`src/rtl/fib_seq.sv`:
```
// Fibonacci program sequencer: walks a fixed instruction program that leaves F(n) in R0
// and emits one opcode/operand pair per cycle to an external datapath.
module fib_seq #(
    parameter int SIZE = 4
) (
    input  logic            clk,
    input  logic            rst,
    input  logic            start,
    input  logic [SIZE-1:0] n,
    input  logic            en,
    output logic [2:0]      op_code,
    output logic [1:0]      Opr1,
    output logic [1:0]      Opr2,
    output logic            busy,
    output logic            done
);

    localparam logic [2:0] OP_NOOP  = 3'b000;
    localparam logic [2:0] OP_SET   = 3'b001;
    localparam logic [2:0] OP_INC   = 3'b010;
    localparam logic [2:0] OP_STORE = 3'b101;
    localparam logic [2:0] OP_ADD   = 3'b110;
    localparam logic [2:0] OP_COPY  = 3'b111;

    localparam logic [1:0] R_A    = 2'd0;
    localparam logic [1:0] R_B    = 2'd1;
    localparam logic [1:0] R_TEMP = 2'd2;

    localparam logic [SIZE-1:0] CNT_ONE = SIZE'(1);

    typedef enum logic [3:0] {
        IDLE, INIT0, INIT1, INIT2, L_COPY, L_ADD, L_MOV, STORE, DONE
    } state_t;

    typedef struct packed {
        logic [2:0] op;
        logic [1:0] opr1;
        logic [1:0] opr2;
        logic       busy;
        logic       done;
    } ctl_t;

    state_t          state;
    state_t          nxt;
    logic [SIZE-1:0] cnt;
    ctl_t            ctl;

    // Control word for a state; fields not used by that state stay zero.
    function automatic ctl_t decode(input state_t s);
        ctl_t c;
        c = '0;
        case (s)
            INIT0:   begin c.op = OP_SET;   c.opr1 = R_A; end
            INIT1:   begin c.op = OP_SET;   c.opr1 = R_B; end
            INIT2:   begin c.op = OP_INC;   c.opr1 = R_B; end
            L_COPY:  begin c.op = OP_COPY;  c.opr1 = R_TEMP; c.opr2 = R_B;    end
            L_ADD:   begin c.op = OP_ADD;   c.opr1 = R_B;    c.opr2 = R_A;    end
            L_MOV:   begin c.op = OP_COPY;  c.opr1 = R_A;    c.opr2 = R_TEMP; end
            STORE:   begin c.op = OP_STORE; c.opr1 = R_A; end
            DONE:    c.op = OP_NOOP;
            default: c.op = OP_NOOP;
        endcase
        c.busy = (s != IDLE);
        c.done = (s == DONE);
        return c;
    endfunction

    // NOTE: nxt is assigned before any branch so no path leaves it unassigned (no latch).
    always_comb begin
        nxt = state;
        if (state == IDLE) begin
            if (start) nxt = INIT0;
        end else if (en) begin
            case (state)
                INIT0:   nxt = INIT1;
                INIT1:   nxt = INIT2;
                INIT2:   nxt = (cnt != '0) ? L_COPY : STORE;
                L_COPY:  nxt = L_ADD;
                L_ADD:   nxt = L_MOV;
                L_MOV:   nxt = (cnt == CNT_ONE) ? STORE : L_COPY;
                STORE:   nxt = DONE;
                default: nxt = IDLE;
            endcase
        end
    end

    // NOTE: registered state uses non-blocking assignments so every flop samples pre-edge values.
    always_ff @(posedge clk) begin
        if (rst) begin
            state <= IDLE;
            cnt   <= '0;
            ctl   <= '0;
        end else begin
            state <= nxt;
            ctl   <= decode(nxt);
            if (state == IDLE && start)
                cnt <= n;
            else if (state == L_MOV && en)
                cnt <= cnt - CNT_ONE;
        end
    end

    // A stalled cycle must issue a noop to the datapath; busy reflects the held state.
    assign op_code = en ? ctl.op   : OP_NOOP;
    assign Opr1    = en ? ctl.opr1 : 2'd0;
    assign Opr2    = en ? ctl.opr2 : 2'd0;
    assign done    = en & ctl.done;
    assign busy    = ctl.busy;

endmodule
```
`config.mk`:
```
export PLATFORM = sky130hd
export DESIGN_NAME = fib_seq
export DESIGN_NICKNAME = d
export VERILOG_FILES = /design/src/rtl/fib_seq.sv
export SDC_FILE = /design/constraint.sdc
export NUM_CORES = 1
export LEC_CHECK = 0
export ABC_CLOCK_PERIOD_IN_PS = 3000
export BUFFER_PORTS_ARGS = -buffer_cell sky130_fd_sc_hd__buf_4
export CAP_MARGIN = 20
export CORE_UTILIZATION = 57
export DETAILED_ROUTE_END_ITERATION = 16
export GPL_ROUTABILITY_DRIVEN = 0
export MAX_ROUTING_LAYER = met4
export PLACE_DENSITY_LB_ADDON = 0.12
export SLEW_MARGIN = 25
export SYNTH_ARGS = -nofsm -noshare
export SYNTH_HDL_FRONTEND = slang
export SYNTH_SLANG_ARGS = --single-unit
export TNS_END_PERCENT = 1
```
`constraint.sdc`:
```
create_clock -name clk -period 3 [get_ports clk]
set_input_delay 0.3 -clock clk [delete_from_list [all_inputs] [get_ports clk]]
set_output_delay 0.3 -clock clk [all_outputs]
set_load 0.05 [all_outputs]
```
**Word level (Yosys, flattened, before mapping)**

Index checks and enable logic that the tools add are counted.

- Register bits after elaboration: 17
- Bits in latches: 0
- Bits in writable memories: 0
- Bits in read-only memories: 0
- Bits of input ports: 8
- Output and inout port bits: 9
- Logic and storage cells: 48
- Memories: 0

- $add $sub $neg: 1
- Multipliers: 0
- Div/mod/pow operators: 0
- Magnitude comparators: 0
- Eq/ne operators: 16
- Shift-type cells: 0
- Muxes and demuxes: 14
- Bitwise operators: 1
- Reduce and logical (&&, ||, !) cells: 9

Operator list:

| cell | count |
|---|---|
| equality test 4 x 3 -> 1 bit, second input constant | 8 |
| one-hot mux 4 bit (7 select lines) | 1 |
| 2-to-1 mux 4 bit | 5 |
| equality test 4 x 2 -> 1 bit, second input constant | 4 |
| one-hot mux 3 bit (5 select lines) | 1 |
| equality test 4 x 1 -> 1 bit, second input constant | 3 |
| 2-to-1 mux 2 bit | 4 |
| one-hot mux 2 bit (2 select lines) | 2 |
| nonzero test 4 bit | 2 |
| equality test 4 bit, second input constant | 1 |
| zero test 4 bit | 1 |
| OR reduction 2 bit | 2 |
| subtractor 4 x 1 -> 4 bit, second input constant | 1 |
| 2-to-1 mux 3 bit | 1 |
| OR reduction 3 bit | 1 |
| logical AND 1 bit | 2 |
| nonzero test 2 bit | 1 |
| bitwise AND 1 bit | 1 |

**Depth between registers and ports, before layout**

Gate-level depths: netlist of run 1.

- Word-level depth: 8
- Gate-level depth with buffers: 7
- Mapped depth without buffers: 7

**Worst setup path before layout of run 1**

OpenSTA, ideal clock, no wires.

- Kind: reg-to-reg
- Start point: register cnt[1]
- End point: register ctl[4] (netlist bit)
- Library setup time: 119 ps
- Arrival time: 1507 ps
- Data required time: 2881 ps
- Path slack: 1374 ps
- Stages on the path, launching flop included: 8
- Buffers on the path: 0
- Period minus slack after synthesis: 1626 ps
- Cells stage by stage: dfxtp_1 -> inv_1 -> ha_1 -> nand2b_1 -> a2111oi_4 -> o22ai_2 -> nor2b_4 -> o221a_1

- Longest elaborated chain between the ends: 8
- Elaborated cells between the ends (all ways): 13
- Classes of those cells: eq/ne: 5; mux: 6; reduce/logical: 2

Ends and longest elaborated chain:

| element | line | text |
|---|---|---|
| from (decl) | 45 | `logic [SIZE-1:0] cnt;` |
| from (signal assigned) | 97 | `cnt <= n;` |
| from (signal assigned) | 99 | `cnt <= cnt - CNT_ONE;` |
| equality test 4 x 1 -> 1 bit / nonzero test 4 bit (equally long branches) | 80, 77 |  |
| 2-to-1 mux 2 bit (on tied branches) | 80, 77 |  |
| one-hot mux 4 bit (7 select lines) * | 74 | `case (state)` |
| 2-to-1 mux 4 bit * | 73 | `end else if (en) begin` |
| 2-to-1 mux 4 bit * | 71 | `if (state == IDLE) begin` |
| equality test 4 x 3 -> 1 bit / equality test 4 x 2 -> 1 bit (equally long branches) | 52 | `case (s)` |
| OR reduction 3 bit (no source line) | - |  |
| one-hot mux 2 bit (2 select lines) * | 52 |  |
| to (signal assigned) | 95 | `ctl <= decode(nxt);` |
| to (decl) | 46 | `ctl_t ctl;` |

Every way passes the cells marked *; elsewhere a longest branch is shown, timed or not.
A chain may end at the register's enable or synchronous reset.

**Worst setup path after layout of run 1**

- Start point: register state[0]
- End point: register ctl[6] (netlist bit)

- Longest elaborated chain between the ends: 7
- Elaborated cells between the ends (all ways): 22
- Classes of those cells: eq/ne: 14; mux: 5; reduce/logical: 3

Ends and longest elaborated chain:

| element | line | text |
|---|---|---|
| from (decl) | 43 | `state_t state;` |
| from (signal assigned) | 94 | `state <= nxt;` |
| equality test 4 x 3 -> 1 bit, or another cell as far along | 74 |  |
| one-hot mux 4 bit (7 select lines) | 74 |  |
| 2-to-1 mux 4 bit | 73 |  |
| 2-to-1 mux 4 bit * | 71 |  |
| equality test 4 x 3 -> 1 bit, or another cell as far along | 52 |  |
| OR reduction 2 bit (no source line) | - |  |
| one-hot mux 3 bit (5 select lines) * | 52 |  |

Marks and branches as above.

==> metrics.md, run 1 <==
| Metric | Value |
|---|---|
| Status | `finished, final reports clean` |
| Reg clk slew, reported paths | `around 0.090 ns` |
| Synth area leader | `dfxtp_1` |
| Number of library cell types mapped by synthesis | `~40` |
| Footprint of the multi-input gates | `around 540 um2` |
| Area growth from synthesis to layout | `12.7%` |
| Placed cell area | `1020 um2` |
| Register area | `roughly 320 um2` |
| VDD IR max | `0.000368 V` |
| Vias in the first global route | `around 630` |
| Vias | `between 700 and 800` |
| Max-cap violations | `0` |
| Worst-case clock buffer depth | `2` |
| Seq cells post-synth | `16` |
| Worst-path maximum fanout | `12` |
| Post-route setup TNS | `0 ns` |
| Final setup vio count | `0` |
| Setup bufs post-CTS | `0` |
| RSZ-0062 raised after global routing | `no` |
| Simple-gate portion of the synthesized area | `0.274` |
| Top cell type's share of synthesized area | `0.341` |
| Layout Nets | `roughly 120` |
| WP data required | `around 3.2 ns` |
| Core ar. | `between 1500 and 2000 um2` |
| Clk sinks | `16` |
| Final WL | `between 1.5 and 2 mm` |
| Top cells by area, synth | `dfxtp_1 34%, and2_1 4.7%, ha_1 4.0%` |
| Post-synth EDFFs | `0` |
| Crit Path Class | `reg2reg` |
| Main combinational cell family by area after synthesis | `simple AND/OR/NAND/NOR gates` |
| N_diodes | `0` |
| Mean routed wirelength per cell | `roughly 13 um` |
| Row Count | `14` |
| Final hold violations | `0` |
| Synthesized instance count | `99` |
| Pre-CTS WS | `between 1 and 1.5 ns` |
| Setup Skew | `0.00629 ns` |
| Lkg Pwr | `0.454 nW` |
| Height of the die | `approximately 43 um` |
| Final core utilization | `0.695` |
| PortBufs | `16` |
| CTS tree | `yes` |
| Cts repair resizes | `0` |
| Fillers | `120` |
| Fin crit period | `1.83 ns` |
| Proportion of synthesized area in mux cells | `0.0320` |
| First-pass GRT wire length | `approximately 2.8 mm` |
| Top Ports | `17` |
| Hold buffers post-CTS | `0` |
| Adder-Cell Fraction of Synth Area | `0.0399` |
| Ratio of cells with drive above 1 in the final layout | `0.259` |
| Mapped cell area | `around 940 um2` |
| Post-synth top cells | `16 x dfxtp_1, 10 x nor2_1, 9 x nand2_1` |
| Slew Limit Headroom | `0.677` |
| Final period util | `0.610` |
| Final Cell Area | `between 1000 and 1500 um2` |
| Top-count cell post-synth | `dfxtp_1` |
| CP arrival | `between 2 and 2.5 ns` |
| CTS buffer count | `3` |
| Congestion Overflow GR | `0` |
| Pwr dens | `~500 nW/um2` |
| Initial antenna violation count | `0` |
| Fmax | `between 500 and 600 MHz` |
| Root Driver | `clkbuf_4` |
| Avg Inst Size Synth | `around 9.5 um2` |
| Gr usage total | `0.213` |
| Pin count of the biggest net entering global routing | `15` |
| Iter 0 DRT Violations | `26` |
| Drt pass-1 iters | `4` |
| HPWL Detailed | `between 1 and 1.5 mm` |
| Ys Warns | `0` |
| Xor/xnor share of the synthesized area | `0.0280` |
| Measured slew at the worst slew-check pin | `slightly below 0.5 ns` |
| Fin worst setup slack | `approximately 1.2 ns` |
| Post-synth top flop | `dfxtp_1` |
| Crit end category | `register` |
| Compound-Gate Fraction of Synth Area | `0.204` |
| H-tree level count | `1` |
| Synthesized Nets | `between 100 and 150` |
| Starting Density | `0.617` |
| Die width | `roughly 43 um` |
| Async set-reset flop share out of synthesis | `0` |
| Avg Vias per Cell | `between 5 and 6` |
| Seq/Total Area, Yosys | `0.341` |
| ANT nets after route | `0` |
| Die area | `between 1500 and 2000 um2` |
| Later-pin clock latency in the skew report | `slightly below 0.3 ns` |
| Power Total | `between 500 and 600 uW` |
| Pins Over Slew Limit | `0` |
| Worst min path class | `in2reg` |
| Drc violations | `0` |
| Startpoint Class | `register` |
## path summary, 6_finish.rpt
path	start	end	slack, ns	depth (start not counted)
setup reg to reg	state[0]$_SDFF_PP0_	ctl[6]$_SDFF_PP0_	1.17	5
hold reg to reg	cnt[1]$_SDFFE_PP0P_	cnt[1]$_SDFFE_PP0P_	0.62	2
setup / recovery	state[0]$_SDFF_PP0_	ctl[6]$_SDFF_PP0_	1.17	5
hold / removal	rst	state[0]$_SDFF_PP0_	0.26	2
## worst max-delay path, cell delays in order (launching register included)
cell and delay, ns:
dfxtp_1 0.63, and4b_1 0.26, a21oi_1 0.05, o21a_1 0.26, or3b_1 0.40, o211a_1 0.13
## logic make-up (layout without fill, tap and decap cells)
group                      after synthesis  after routing
AOI/OAI and AO/OA                       20             20
xor gates and xnor gates                 3              3
adders and majority gates                3              3
buffers and inverters                   12             25
DFF                                     16             16
muxes                                    3              3
and+or+nand+nor                         42             42
## per-layer routing
metal / vias up / track usage / routed length (um)
li1: 372 / - / -
met3: 4 / 0.0388 / 82
met2: 23 / 0.246 / 632
met4: 0 / 0.113 / 35
met5: - / - / 0
met1: 345 / 0.336 / 915
## power by group
group | internal [mW] | switching, mW
clock | 0.0739 | 0.0664
combinational | 0.0583 | 0.0715
sequential | 0.228 | 0.0190
total | 0.360 | 0.157
## placed cells by master (no fill, tap or decap), types with 2 or more instances in the layout
cell and count:
and2_1 7, mux2i_1 3, clkbuf_4 3, buf_4 16, a21oi_1 3, nor4_1 2, ha_1 3, nor2_1 10
a211oi_1 4, inv_1 5, nand2_1 9, dfxtp_1 16, and3b_1 2, nand3_1 2, xor2_1 2
## metrics by stage
stage | cells | hold slack (ns)
detailed placement | 124 | 0.560
floorplan | 99 | 0.448
CTS | 128 | 0.255
finish | 128 | 0.263
global route | 128 | 0.262
global placement | 124 | 0.556
## cell type report
type,instances,area share
inverters,5,0.0177
well taps,16,0.0189
repair buffers,16,0.113
clock buffers,4,0.0343
flip-flops and latches,16,0.303
multi-input cells,71,0.513
## sequential cells by signal, indices dropped and copies added (netlist names)
register,count
cnt,4
busy,1
state,4
ctl,7
(Power assumes the default switching activity.)
==> run 2, diff against run 1 <==
--- a/config.mk
+++ b/config.mk
@@ -5,10 +5,11 @@
 export SDC_FILE = /design/constraint.sdc
 export NUM_CORES = 1
 export LEC_CHECK = 0
-export ABC_CLOCK_PERIOD_IN_PS = 3000
+export ABC_AREA = 1
+export ABC_CLOCK_PERIOD_IN_PS = 1500
 export BUFFER_PORTS_ARGS = -buffer_cell sky130_fd_sc_hd__buf_4
 export CAP_MARGIN = 20
-export CORE_UTILIZATION = 57
+export CORE_UTILIZATION = 48
 export DETAILED_ROUTE_END_ITERATION = 16
 export GPL_ROUTABILITY_DRIVEN = 0
 export MAX_ROUTING_LAYER = met4
==> constraint.sdc (replaced) <==
create_clock -name clk -period 1.5 [get_ports clk]
set_input_delay 0.15 -clock clk [delete_from_list [all_inputs] [get_ports clk]]
set_output_delay 0.15 -clock clk [all_outputs]
set_load 0.05 [all_outputs]
==> metrics.md, run 2 <==
| Metric | Value |
|---|---|
| Later-pin clock latency in the skew report | `0.30 ns (about the same)` |
| Placed insts | `176 (+42%)` |
| Post-synth EDFFs | `0 (unchanged)` |
| Row Count | `15 (+1)` |
| Top flop regs | `ctl: 7 flops, cnt: 4 flops, state: 4 flops` |
| Pre-CTS WS | `-0.00877 ns (-1.22 ns)` |
| Starting Density | `0.536 (-0.0805)` |
| Hold_ws | `0.120 ns (-0.143 ns)` |
| CTS buffer count | `3 (unchanged)` |
| Root Driver | `clkbuf_4` |
| Slew Limit Headroom | `0.811 (+0.134)` |
| Final std cells w/o fill | `184 (+44%)` |
| Hold buffers post-CTS | `0 (unchanged)` |
| Critical Path Sink | `ctl[4]$_SDFF_PP0_` |
| Area growth from synthesis to layout | `34.4%` |
| Final Cell Area | `1310 um2 (+24%)` |
| Top Family by Delay on Critical Path | `simple AND/OR/NAND/NOR gates` |
| Setup slack, reg-to-reg | `0.03 ns (-1.14 ns)` |
| Ratio of cells with drive above 1 in the final layout | `0.465 (+0.206)` |
| Worst Setup SP | `state[1]$_SDFF_PP0_` |
| Max stage delay cell, worst path | `dfxtp_2` |
| First-pass GRT wire length | `2.99 mm (+7.7%)` |
| Top-count cell post-synth | `nand2_1` |
| Pin count of the biggest net entering global routing | `19 (+4)` |
| Clk sinks | `16 (unchanged)` |
| CP Cell Sequence | `inv_1, nor3_2, nand2_4, nand3_4, nand2_4, nand2_4, nand2_1, nand2_1, nand2_2, a21oi_2` |
| Most frequent cells in the layout | `24 x nand2_1, 22 x buf_4, 19 x inv_1` |
| Fmax | `681 MHz (+24%)` |
| N_diodes | `0 (unchanged)` |
| Vias | `915 (+23%)` |
| Top Ports | `17 (unchanged)` |
| Top cells by area, synth | `dfxtp_1 33%, nand2_1 12%, inv_1 8.5%` |
| Reg clk slew, reported paths | `0.10 ns (about the same)` |
| PortBufs | `16 (unchanged)` |
| Final period util | `0.979 (+0.370)` |
| Pwr dens | `931 nW/um2 (+90%)` |
| Placed cell area | `1100 um2 (+7.2%)` |
| Synthesized instance count | `137 (+38%)` |
| VDD IR max | `0.000711 V (+93%)` |
| Final hold violations | `0 (unchanged)` |
| Seq cells post-synth | `16 (unchanged)` |
| WP data required | `1.73 ns (-1.46 ns)` |
| Drt pass-1 iters | `4 (unchanged)` |
| Top cell type's share of synthesized area | `0.328 (-0.0127)` |
| HPWL Detailed | `1.38 mm (+15%)` |
| Startpoint Class | `register` |
| Measured slew at the worst slew-check pin | `0.283 ns (-0.201 ns)` |
| Lkg Pwr | `0.641 nW (+41%)` |
| Commonest non-fill, non-tap cell in the layout | `nand2_1` |
| Worst-path maximum fanout | `5 (-7)` |
| Final WL | `2.17 mm (+30%)` |
| Mean routed wirelength per cell | `11.8 um (-9.4%)` |
| Mapped cell area | `976 um2 (+3.9%)` |
| Number of library cell types mapped by synthesis | `24 (-41%)` |
| Ys Warns | `0 (unchanged)` |
| ANT nets after route | `0 (unchanged)` |
| Power Total | `1.22 mW (+140%)` |
| RR Startpoint | `state[1]$_SDFF_PP0_` |
| Fin crit period | `1.47 ns (-0.360 ns)` |
| Crit end category | `register` |
| Height of the die | `47.1 um (+11%)` |
| Vias in the first global route | `718 (+15%)` |
| CP bufs+invs | `1 (+1)` |
| Initial antenna violation count | `0 (unchanged)` |
| Layout Nets | `171 (+38%)` |
| Drc violations | `0 (unchanged)` |
| H-tree level count | `1 (unchanged)` |
| Max-cap violations | `0 (unchanged)` |
| CP arrival | `1.69 ns (-0.33 ns)` |
| Seq/Total Area, Yosys | `0.328 (-0.0127)` |
| Synthesized Nets | `148 (+35%)` |
| Worst-case clock buffer depth | `2 (unchanged)` |
| Avg Inst Size Synth | `7.12 um2 (-25%)` |
| Die width | `47.1 um (+11%)` |
| Worst min path class | `in2reg` |
| Worst stage delay on the critical path | `0.38 ns (-0.25 ns)` |
| Synth area leader | `dfxtp_1` |
| Post-synth top cells | `30 x nand2_1, 22 x inv_1, 16 x dfxtp_1` |
| WP depth | `10 (+5)` |
| R2R Path End | `ctl[4]$_SDFF_PP0_` |
| Setup Skew | `0.00816 ns (+0.00188 ns)` |
| Final core utilization | `0.720 (+0.0257)` |
| Fin worst setup slack | `0.0308 ns (-1.14 ns)` |
| Async set-reset flop share out of synthesis | `0 (unchanged)` |
| Congestion Overflow GR | `0 (unchanged)` |
| Die area | `2220 um2 (+22%)` |
| Crit Path Class | `reg2reg` |
| RSZ-0062 raised after global routing | `yes` |
| Hold path start | `rst` |
| Iter 0 DRT Violations | `14 (-46%)` |
| CTS tree | `yes` |
| Pins Over Slew Limit | `0 (unchanged)` |
| Crit path top cell by count | `nand2_4` |
| Gr usage total | `0.198 (-0.0157)` |
| Core ar. | `1820 um2 (+19%)` |
| Max FFs per register | `7 (unchanged)` |
| R2R depth | `10 (+5)` |
| Post-synth top flop | `dfxtp_1` |
| Fillers | `154 (+28%)` |
| Post-route setup TNS | `0 ns (unchanged)` |
| Avg Vias per Cell | `4.97 (-14%)` |
| Status | `finished, final reports clean` |
| Largest reg by FF count | `ctl` |
| Final setup vio count | `0 (unchanged)` |
[run 2: cell count changes after synthesis, sizes merged, moves of 5 or more]
cell and change:
nand2 +26, inv +20, nand3 +11, and2 -7
nor2 +5, o21ai +5
[run 2: layout make-up]
class	instances	area [um2]	area share
Timing Repair Buffer	22	165	0.126
Inverter	25	98.8	0.0754
Multi-Input combinational cell	92	644	0.491
Tap cell	25	31.3	0.0239
Sequential cell	16	335	0.256
Clock buffer	4	36.3	0.0277
[run 2: worst min path at each step]
stage	end	slack [ns]	cells after the start
final	ctl[7]$_SDFF_PP0_	0.12	2
after CTS	cnt[1]$_SDFFE_PP0P_	0.12	2
after global placement	cnt[2]$_SDFFE_PP0P_	0.43	3
after detailed placement	state[3]$_SDFF_PP0_	0.43	2
after floorplan	state[3]$_SDFF_PP0_	0.22	1
after global routing	ctl[7]$_SDFF_PP0_	0.13	2
[run 2: metal layers]
layer | routed length (um) | global-route usage
met4 | 26 | 0.0686
met5 | 0 | -
met3 | 101 | 0.0462
met1 | 985 | 0.268
met2 | 1060 | 0.286
[run 2: cell families after synthesis]
logic type | Yosys count | synth area share
xor gates and xnor gates | 2 | 0.0180
adders and majority gates | 3 | 0.0385
buffers and inverters | 29 | 0.144
AOI/OAI and AO/OA | 18 | 0.112
DFF | 16 | 0.328
and+or+nand+nor | 69 | 0.360
[run 2: what timing repair did]
| action | CTS | global route |
|---|---|---|
| resized for setup | 2 | 39 |
| endpoints found under the setup margin | 2 | 8 |
| buffers inserted | 0 | 4 |
| pin swaps | 0 | 16 |
[run 2: where the power goes]
group          internal, mW  switching, mW  total [mW]
sequential            0.463         0.0315       0.495
combinational         0.169          0.261       0.429
clock                 0.148          0.149       0.297
total                 0.780          0.441        1.22
==> run 3, diff against run 2 <==
--- a/config.mk
+++ b/config.mk
@@ -7,8 +7,8 @@
 export LEC_CHECK = 0
 export ABC_AREA = 1
 export ABC_CLOCK_PERIOD_IN_PS = 1500
-export BUFFER_PORTS_ARGS = -buffer_cell sky130_fd_sc_hd__buf_4
-export CAP_MARGIN = 20
+export BUFFER_PORTS_ARGS = -buffer_cell sky130_fd_sc_hd__buf_2
+export CAP_MARGIN = 10
 export CORE_UTILIZATION = 48
 export DETAILED_ROUTE_END_ITERATION = 16
 export GPL_ROUTABILITY_DRIVEN = 0
==> metrics.md, run 3 (synthesized netlist as in run 2, its figures left out) <==
| Metric | Value |
|---|---|
| Hold path start | `n[2]` |
| Row Count | `15 (unchanged)` |
| Die area | `2220 um2 (unchanged)` |
| Post-route setup TNS | `0 ns (unchanged)` |
| Clk sinks | `16 (unchanged)` |
| Ratio of cells with drive above 1 in the final layout | `0.403 (-0.0629)` |
| Register area | `333 um2 (-0.75%)` |
| CTS tree | `yes` |
| Commonest non-fill, non-tap cell in the layout | `nand2_1` |
| Pin count of the biggest net entering global routing | `13 (-6)` |
| CP Cell Sequence | `inv_2, ha_2, nand2_1, nand2_1, nand2_2, nand3_2, nand2_2, nand3_4, nand3_2, nand2_1, nor2_1, nor2_1` |
| Hold path depth | `3 (+1)` |
| Iter 0 DRT Violations | `23 (+9)` |
| Later-pin clock latency in the skew report | `0.29 ns (about the same)` |
| Top Ports | `17 (unchanged)` |
| Congestion Overflow GR | `0 (unchanged)` |
| Startpoint Class | `register` |
| Placed insts | `177 (+0.57%)` |
| Fin crit period | `1.49 ns (+0.0179 ns)` |
| Slew Limit Headroom | `0.812 (about the same)` |
| Starting Density | `0.536 (unchanged)` |
| Height of the die | `47.1 um (unchanged)` |
| Mean routed wirelength per cell | `11.3 um (-3.9%)` |
| N_diodes | `0 (unchanged)` |
| Crit path top cell by count | `nand2_1` |
| Core ar. | `1820 um2 (unchanged)` |
| Final core utilization | `0.656 (-0.0639)` |
| Final hold violations | `0 (unchanged)` |
| Pwr dens | `974 nW/um2 (+4.6%)` |
| Gr usage total | `0.209 (+0.0114)` |
| Power Total | `1.16 mW (-4.6%)` |
| Placed cell area | `1060 um2 (-3.0%)` |
| Pre-CTS WS | `-0.00558 ns (+0.00319 ns)` |
| Max stage delay cell, worst path | `dfxtp_4` |
| RR Startpoint | `cnt[0]$_SDFFE_PP0P_` |
| Drc violations | `0 (unchanged)` |
| ANT nets after route | `0 (unchanged)` |
| Final setup vio count | `0 (unchanged)` |
| Area growth from synthesis to layout | `22.4%` |
| Top flop regs | `ctl: 7 flops, cnt: 4 flops, state: 4 flops` |
| WP data required | `1.68 ns (-0.05 ns)` |
| Footprint of the multi-input gates | `576 um2 (-11%)` |
| HPWL Detailed | `1.43 mm (+3.5%)` |
| Vias in the first global route | `759 (+5.7%)` |
| RSZ-0062 raised after global routing | `yes` |
| Fillers | `171 (+11%)` |
| Final WL | `2.08 mm (-3.9%)` |
| Crit Path Class | `reg2reg` |
| Worst-case clock buffer depth | `2 (unchanged)` |
| Drt pass-1 iters | `6 (+2)` |
| Die width | `47.1 um (unchanged)` |
| Measured slew at the worst slew-check pin | `0.283 ns (-0.000617 ns)` |
| R2R depth | `12 (+2)` |
| Setup slack, reg-to-reg | `0.01 ns (-0.02 ns)` |
| Vias | `896 (-2.1%)` |
| H-tree level count | `1 (unchanged)` |
| Max FFs per register | `7 (unchanged)` |
| Setup Skew | `0.00521 ns (-0.00295 ns)` |
| Root Driver | `clkbuf_4` |
| Worst min path class | `in2reg` |
| Layout Nets | `171 (unchanged)` |
| Initial antenna violation count | `0 (unchanged)` |
| Worst-path maximum fanout | `8 (+3)` |
| Crit end category | `register` |
| Max-cap violations | `0 (unchanged)` |
| First-pass GRT wire length | `3.17 mm (+6.0%)` |
| Final std cells w/o fill | `184 (unchanged)` |
| Lkg Pwr | `0.607 nW (-5.3%)` |
| Final period util | `0.991 (+0.0119)` |
| Status | `finished, final reports clean` |
| Largest reg by FF count | `ctl` |
| Avg Vias per Cell | `4.87 (-2.1%)` |
| CTS buffer count | `3 (unchanged)` |
| Fin worst setup slack | `0.0129 ns (-0.0179 ns)` |
| Pins Over Slew Limit | `0 (unchanged)` |
| R2R Path End | `ctl[6]$_SDFF_PP0_` |
| Hold endpoint | `cnt[2]$_SDFFE_PP0P_` |
| Final Cell Area | `1190 um2 (-8.9%)` |
| Most frequent cells in the layout | `28 x nand2_1, 20 x inv_1, 16 x buf_2` |
| CP arrival | `1.67 ns (-0.02 ns)` |
| Reg clk slew, reported paths | `0.10 ns (about the same)` |
| VDD IR max | `0.000744 V (+4.8%)` |
| Hold_ws | `0.111 ns (-0.00964 ns)` |
| Fmax | `672 MHz (-1.2%)` |
| PortBufs | `16 (unchanged)` |
| Worst stage delay on the critical path | `0.38 ns (about the same)` |
[run 3: cell counts in the layout (fill, tap and decap cells not counted)]
Identical to the previous run, type by type.
[run 3: layout make-up]
cell class / instances / share of cell area
Clock buffer: 4 / 0.0304
Inverter: 25 / 0.0785
Multi-Input combinational cell: 92 / 0.482
Sequential cell: 16 / 0.279
Tap cell: 25 / 0.0262
Timing Repair Buffer: 22 / 0.105
[run 3: worst max-delay path by stage]
stage / start / endpoint / slack, ns / cells after the start
after floorplan: cnt[0]$_SDFFE_PP0P_ / ctl[6]$_SDFF_PP0_ / 0.1 / 10
final: cnt[0]$_SDFFE_PP0P_ / ctl[6]$_SDFF_PP0_ / 0.01 / 12
after global routing: cnt[1]$_SDFFE_PP0P_ / ctl[6]$_SDFF_PP0_ / -0.08 / 12
after detailed placement: cnt[0]$_SDFFE_PP0P_ / ctl[6]$_SDFF_PP0_ / -0.006 / 10
after CTS: cnt[1]$_SDFFE_PP0P_ / ctl[6]$_SDFF_PP0_ / 0.008 / 12
after global placement: cnt[0]$_SDFFE_PP0P_ / ctl[6]$_SDFF_PP0_ / 0.03 / 10
[run 3: per-layer routing]
layer,up-vias,share of wire,track usage
met1,403,0.49,0.268
met3,4,0.030,0.0231
met5,-,0,-
li1,469,-,-
met2,20,0.47,0.333
met4,0,0.011,0.0857
[run 3: report_power, final]
group / switching (mW) / internal [mW] / total (mW)
sequential: 0.0279 / 0.465 / 0.493
clock: 0.146 / 0.148 / 0.293
combinational: 0.237 / 0.141 / 0.378
total: 0.410 / 0.754 / 1.16
[run 3: critical path: cells and delay by family, from the launching register on]
family | cells | cell delay [ns]
flip-flops | 1 | 0.38
AND/OR/NAND/NOR | 10 | 0.80
buffers and inverters | 1 | 0.04
adder cells (fa/ha/maj) | 1 | 0.16
[run 3: timing repair]
item	4_1_cts	5_1_grt
setup buffers	0	3
gates resized for setup	2	20
pin swaps	0	8
hold buffers	0	0
setup endpoints to repair	2	8
